===== src/rtl/ff_piso_serializer_pkg.sv =====
// Shared constants for the parallel-in/serial-out serializer and its bit counter.
// The default word length matches the 4-bit downstream serial register.
package ff_piso_serializer_pkg;

    localparam logic [0:0] ST_IDLE  = 1'b0;
    localparam logic [0:0] ST_SHIFT = 1'b1;

    localparam int PISO_WIDTH = 4;

    // Bits needed to hold values 0 .. value-1; never less than one bit.
    function automatic int clog2(input int value);
        int bits;
        int v;
        bits = 0;
        v = value - 1;
        while (v > 0) begin
            bits = bits + 1;
            v = v >> 1;
        end
        if (bits == 0) begin
            bits = 1;
        end
        return bits;
    endfunction

endpackage


===== src/rtl/ff_bit_counter.sv =====
// Up-counter of emitted bits with synchronous clear and a terminal flag at WIDTH.
// Count updates one edge after enable; terminal is decoded from the registered count.
module ff_bit_counter
    import ff_piso_serializer_pkg::*;
#(
    parameter int WIDTH = PISO_WIDTH,
    parameter int CW    = clog2(WIDTH + 1)
) (
    input  logic          clk,
    input  logic          rst,
    input  logic          clear,
    input  logic          enable,
    output logic [CW-1:0] count,
    output logic          terminal
);

    always_ff @(posedge clk) begin
        if (rst || clear) begin
            count <= '0;
        end else if (enable) begin
            count <= count + CW'(1);
        end
    end

    assign terminal = (count == CW'(WIDTH));

endmodule


===== src/rtl/ff_piso_serializer.sv =====
// Loads one WIDTH-bit word via valid/ready and shifts it out one bit per clock, then pulses frame_done.
// Bit k is valid k+1 cycles after accept; load_ready is low for the WIDTH bit cycles and high again on frame_done.
module ff_piso_serializer
    import ff_piso_serializer_pkg::*;
#(
    parameter int WIDTH     = PISO_WIDTH,
    parameter bit MSB_FIRST = 1'b1
) (
    input  logic             clk,
    input  logic             rst,
    input  logic             load_valid,
    output logic             load_ready,
    input  logic [WIDTH-1:0] data_in,
    output logic             serial_out,
    output logic             serial_valid,
    output logic             frame_done,
    output logic             busy
);

    localparam int CW = clog2(WIDTH + 1);

    logic [0:0]       state;
    logic [WIDTH-1:0] shreg;
    logic [WIDTH-1:0] shreg_next;
    logic [CW-1:0]    cnt;
    logic             cnt_tc;
    logic             cnt_clear;
    logic             cnt_en;
    logic             accept;
    logic             shifting;

    function automatic logic first_bit(input logic [WIDTH-1:0] w);
        return MSB_FIRST ? w[WIDTH-1] : w[0];
    endfunction

    assign accept    = (state == ST_IDLE) && load_valid && load_ready;
    assign shifting  = (state == ST_SHIFT) && (cnt < CW'(WIDTH));
    assign cnt_clear = (state == ST_SHIFT) && cnt_tc;
    assign cnt_en    = accept || shifting;

    // Rotate rather than zero-fill: only WIDTH bits ever leave, so the wrapped bits are never seen.
    assign shreg_next = MSB_FIRST ? {shreg[WIDTH-2:0], shreg[WIDTH-1]}
                                  : {shreg[0], shreg[WIDTH-1:1]};

    ff_bit_counter #(
        .WIDTH (WIDTH),
        .CW    (CW)
    ) u_bit_counter (
        .clk      (clk),
        .rst      (rst),
        .clear    (cnt_clear),
        .enable   (cnt_en),
        .count    (cnt),
        .terminal (cnt_tc)
    );

    always_ff @(posedge clk) begin
        if (rst) begin
            state        <= ST_IDLE;
            shreg        <= '0;
            load_ready   <= 1'b0;
            serial_out   <= 1'b0;
            serial_valid <= 1'b0;
            frame_done   <= 1'b0;
            busy         <= 1'b0;
        end else begin
            case (state)
                ST_IDLE: begin
                    frame_done <= 1'b0;
                    load_ready <= 1'b1;
                    if (accept) begin
                        shreg        <= data_in;
                        serial_out   <= first_bit(data_in);
                        serial_valid <= 1'b1;
                        busy         <= 1'b1;
                        load_ready   <= 1'b0;
                        state        <= ST_SHIFT;
                    end
                end
                ST_SHIFT: begin
                    if (cnt_tc) begin
                        serial_out   <= 1'b0;
                        serial_valid <= 1'b0;
                        frame_done   <= 1'b1;
                        busy         <= 1'b0;
                        load_ready   <= 1'b1;
                        state        <= ST_IDLE;
                    end else if (shifting) begin
                        shreg      <= shreg_next;
                        serial_out <= first_bit(shreg_next);
                    end
                end
                default: begin
                    state <= ST_IDLE;
                end
            endcase
        end
    end

    // The downstream register relies on a clean zero between frames.
    a_out_quiet : assert property (@(posedge clk) disable iff (rst) !serial_valid |-> !serial_out);
    a_done_idle : assert property (@(posedge clk) disable iff (rst) frame_done |-> (!busy && load_ready));
    a_busy_vld  : assert property (@(posedge clk) disable iff (rst) busy == serial_valid);

endmodule

===== config.mk =====
export PLATFORM = sky130hd
export DESIGN_NAME = ff_piso_serializer
export DESIGN_NICKNAME = d
export VERILOG_FILES = /design/src/rtl/ff_piso_serializer_pkg.sv /design/src/rtl/ff_bit_counter.sv /design/src/rtl/ff_piso_serializer.sv
export SDC_FILE = /design/constraint.sdc
export NUM_CORES = 1
export LEC_CHECK = 0
export CORE_UTILIZATION = 48
export CTS_CLUSTER_SIZE = 10
export DETAILED_ROUTE_END_ITERATION = 6
export GPL_TIMING_DRIVEN = 0
export PLACE_DENSITY = 0.75
export SKIP_CTS_REPAIR_TIMING = 1
export SLEW_MARGIN = 15
export SYNTH_ARGS = -nofsm -noshare
export SYNTH_HDL_FRONTEND = slang
export SYNTH_HIERARCHICAL = 1
export SYNTH_SLANG_ARGS = --single-unit

===== constraint.sdc =====
create_clock -name clk -period 2 [get_ports clk]
set_clock_uncertainty 0.05 [all_clocks]
set_input_delay 0.5 -clock clk [delete_from_list [all_inputs] [get_ports clk]]
set_output_delay 0.5 -clock clk [all_outputs]
set_load 0.005 [all_outputs]

# --- Yosys cells after proc, flatten, opt, wreduce, memory -nomap -nowiden ---
# Cells that the tools add are included.
totals:
  regBits: 12
  output_inout_bits: 5
  input_bits: 7
op_classes:
  eq_ne: 6
  n_addsub: 1
  n_bitwise: 1
  magnitude_cmp: 1
  n_reduce_logical: 9
  muxes: 18
op_table:
  columns: ["operator", "n"]
  rows:
  - ["$mux W4", 3]
  - ["$pmux W1 S2", 5]
  - ["$mux W1", 9]
  - ["$pmux W4 S2", 1]
  - ["$logic_and A1 B1 Y1", 4]
  - ["$ne A2 B1 Y1 const B", 2]
  - ["$ne A2 B2 Y1 const B", 2]
  - ["$reduce_and A2 Y1", 2]
  - ["$add A3 B1 Y3 const B", 1]
  - ["$eq A3 B3 Y1 const B", 1]
  - ["$lt A3 B3 Y1 const B", 1]
  - ["$ne A3 B1 Y1 const B", 1]
  - ["$reduce_and A3 Y1", 1]
  - ["$logic_or A1 B1 Y1", 2]
  - ["$not A1 Y1", 1]

# --- Depth between registers and ports, before layout ---
depth:
  ltp_word: 5
  depth_mapped: 7
  ltp_nobuf: 6

# --- Hierarchy ---
# The synthesis kept the hierarchy.
modules_own_cells:
  columns: ["mod", "area_each_um2", "instances", "cells_per_inst"]
  rows:
  - ["ff_piso_serializer", 471.7, 1, 52]
  - ["ff_bit_counter", 157.7, 1, 15]

# --- Worst setup path after synthesis ---
# OpenSTA, ideal clock, no wires.
synth_path:
  kind: "reg-to-reg"
  from: "register u_bit_counter.count[0]"
  to: "register shreg[0]"
  t_required_ns: 1.819
  path_stages_with_launch: 8
  n_path_buf: 1
  path_slack_ns: 0.304
  t_arrival_ns: 1.514
  period_less_slack_ns: 1.696
  cell_sequence: "dfxtp_1 inv_1 ha_1 and2_1 or3b_1 buf_6 a221oi_2 a311oi_1"
synth_rtl:
  columns: ["item", "line_no", "text"]
  rows:
  - ["start, declared", "ff_bit_counter.sv:13", "output logic [CW-1:0] count,"]
  - ["start signal, assigned", "ff_bit_counter.sv:21", "count <= count + CW'(1);"]
  - ["$eq A3 B3 Y1", "ff_bit_counter.sv:25", "assign terminal = (count == CW'(WIDTH));"]
  - ["named net cnt_tc", "ff_piso_serializer.sv:26", "logic cnt_tc;"]
  - ["$ne A2 B2 Y1 (no line)", null, null]
  - ["$reduce_and A3 Y1 (no line)", null, null]
  - ["end signal, assigned", "ff_piso_serializer.sv:72", "shreg <= data_in;"]
  - ["end signal, assigned", "ff_piso_serializer.sv:89", "shreg <= shreg_next;"]
  - ["end, declared", "ff_piso_serializer.sv:23", "logic [WIDTH-1:0] shreg;"]
# The timed path passes the listed nets, and every way through them passes these cells.
# A chain may end at the register's enable or synchronous reset.

# --- Final worst setup path ---
layout_path:
  from: "input load_valid"
  to: "register u_bit_counter.count[2]"
layout_between:
  elab_chain_cells: 3
layout_lines:
  columns: ["item", "line_no", "text"]
  rows:
  - ["start, declared", "ff_piso_serializer.sv:11", "input logic load_valid,"]
  - ["$logic_and A1 B1 Y1 (2 in series)", "ff_piso_serializer.sv:36", "assign accept = (state == ST_IDLE) && load_valid && load_ready;"]
  - ["$logic_or A1 B1 Y1", "ff_piso_serializer.sv:39", "assign cnt_en = accept || shifting;"]
  - ["named net cnt_en", "ff_piso_serializer.sv:28", "logic cnt_en;"]
# The timed path passes the listed nets, and every way through them passes these cells.

==> metrics.txt <==
result of the run complete, no violations; maximum clock frequency 532 MHz; remaining global-route overflow 0; Worst Path Buf+Inv 2; count of buffers inserted at the top-level ports 11; clock slew seen by the registers of the worst setup and hold paths 0.08 ns; footprint of the multi-input gates 323 µm²; max-slew violations 0; CTS tree yes; share of the yosys chip area belonging to registers between 30% and 40%; net switching power figure 0.160 mW; drc violations 0; Core ar. 1160 µm²; data arrival time of the critical path 2.02 ns; Synthesis Warnings 6; Avg Vias per Cell 5.76; Die Footprint 1460 µm²; maximum fanout encountered on the critical timing path 10; vias in the first global route 464; largest net degree at the start of global routing 11; total setup violations reported at the end of the flow 0; clock sink count 12; IO Pins 12; GRT Overall Usage between 15 and 20%; HPWL after detailed placement 887 µm; post-detailed-route wirelength per cell 12.7 µm; cell area reported after detailed placement 757 µm²; net count reported at finish 92; relative contribution of the clock network to total power a little over a quarter; post-detailed-routing wire length around 1.2 mm; portion of total power attributed to combinational logic 23.6%; Clock Latency Late Sink 0.27 ns; Slew @ Worst Pin 0.525 ns; cell area after layout a little under 800 µm²; Yosys top cell area share 38.2%; flop2flop setup slack 0.19 ns; Net Sw Frac 28.1%; chip height 38.2 µm; count of TritonRoute iterations in the first routing pass 2; nature of the critical path startpoint input port; cell type with the highest aggregate area in the netlist dfxtp_1; syn_nets 76; effective utilization at floorplan 54.4%; cell family with the largest share of critical-path delay buffers and inverters; critical path class in -> reg; setup slack after placement -0.139 ns; largest buffer count on any clock path 2; initial antenna violation count 0; routability cong. 0.765; stage delay of the slowest cell on the critical path 0.46 ns; final antenna-violating net count 0; ratio of total power to cell area ~730 nW/µm²; via count 547; worst slew margin relative to its limit 64.6%; post-synth cell types 27; fillcell total 110; drt first-iter violations 9; mean post-synth cell area ~9.4 µm²; total number of placement rows 12; worst hold margin 0.446 ns; most used cells in the layout excluding fill and tap cells dfxtp_1, clkdlybuf4s50_1, inv_1; htree depth 1; unrepaired setup endpoints after global routing false; fin crit period 1.88 ns; Leak 0.296 nW; CTS Buf Count 3; sequential power share 50.2%; root buf cell clkbuf_4; Final Worst Setup Slack between 0.1 and 0.15 ns; number of max-cap violations 0; Post-Route Setup TNS 0 ns; final hold violation count 0; Finished Core Util 67.4%; Hold Path Class reg -> reg; main area contributors after synthesis dfxtp_1, a221oi_2, a311oi_1; share of layout cells above drive strength 1 between 10% and 20%; Antenna diodes 0; number of instances in the synthesized netlist 67; worst endpoint required time 2.14 ns; share of the clock period used by the worst path after layout 94.0%; crit path max-delay cell type clkdlybuf4s50_1; commonest non-fill, non-tap cell in the layout dfxtp_1; capturing element type of the critical path flip-flop; Layout area overhead 23.9%; global-route wire length before repair between 1.5 and 2 mm; ordered list of cells on the worst path clkdlybuf4s50_1 > nand3b_1 > buf_2 > o21ai_0 > a21bo_2 > a211oi_2; Sequential Area 240 µm²; Die Wd 38.2 µm; Internal Dissipation 0.409 mW; maximum ir drop on the vdd rail between 0.0004 and 0.0005 V; total of flip-flops plus latches after synthesis 12; Syn Std Cell Area approximately 630 µm²
sequential cells by signal (all words and copies together) (netlist names):
name,cells
serial_out,1
state,1
busy,1
u_bit_counter/count,3
frame_done,1
load_ready,1
shreg,4
logic make-up (layout without fill, tap and decap cells):
kind of cell | count (synthesis) | after routing | share of synthesized area, %
fa+ha+maj | 2 | 2 | 3.98
xor+xnor | 1 | 1 | 1.39
mux | 1 | 1 | 1.59
buf+inv | 14 | 28 | 10.5
compound gates | 20 | 20 | 28.8
simple gates | 17 | 17 | 15.5
flops | 12 | 12 | 38.2
Yosys cell counts, drive strengths merged:
master   instances
o211a            1
o21ai            3
a21bo            1
a31oi            1
a2bb2oi          1
dfxtp           12
nor2b            2
buf              5
ha               2
a211oi           1
a311oi           4
or3b             1
a41oi            1
nand2b           1
a221oi           4
xnor2            1
nor3             3
inv              9
mux2i            1
and2b            2
nor2             5
and2             1
a21oi            3
nand3b           2
power groups by stage:
stage / clock network (mW) / registers, mW / logic [mW]
6_report: 0.149 / 0.286 / 0.134
5_1_grt: 0.159 / 0.289 / 0.148
4_1_cts: 0.149 / 0.286 / 0.134
3_5_place_dp: 0 / 0.291 / 0.134
3_3_place_gp: 0 / 0.290 / 0.130
2_1_floorplan: 0 / 0.287 / 0.0874
path summary, 6_finish.rpt:
path,endpoint,cells past startpoint,start
max,u_bit_counter/count[2]$_SDFFE_PP0P_,6,load_valid
min reg2reg,shreg[1]$_SDFFE_PP0P_,2,shreg[1]$_SDFFE_PP0P_
max reg2reg,u_bit_counter/count[2]$_SDFFE_PP0P_,5,state$_SDFF_PP0_
min,shreg[1]$_SDFFE_PP0P_,2,shreg[1]$_SDFFE_PP0P_
worst reg2reg max path: stages (launching register included):
cell      delay [ns]
dfxtp_1         0.42
buf_2           0.28
inv_1           0.13
o21ai_0         0.46
nand3b_1        0.16
a211oi_2        0.23
per-stage QoR:
stage	instances	total power [mW]
floorplan	67	0.374
global placement	92	0.420
detailed placement	92	0.425
CTS	95	0.569
global route	95	0.596
finish	95	0.569
per-layer routing:
layer / up-vias / GRT usage [%] / part of all wire, %
met4: 0 / 8.04 / 1.1
met1: 267 / 26.7 / 49
met5: - / 0 / 0
met3: 2 / 5.23 / 3.3
li1: 270 / - / -
met2: 8 / 28.4 / 47
area by class of cell:
class,instances,share of cell area [%]
multi-input cells,41,41.4
flip-flops and latches,12,30.8
repair buffers,11,14.1
inverters,9,4.33
plain buffers,5,4.17
clock buffers,3,2.89
well taps,14,2.25
No activity file was read; power rests on OpenSTA's default activity.
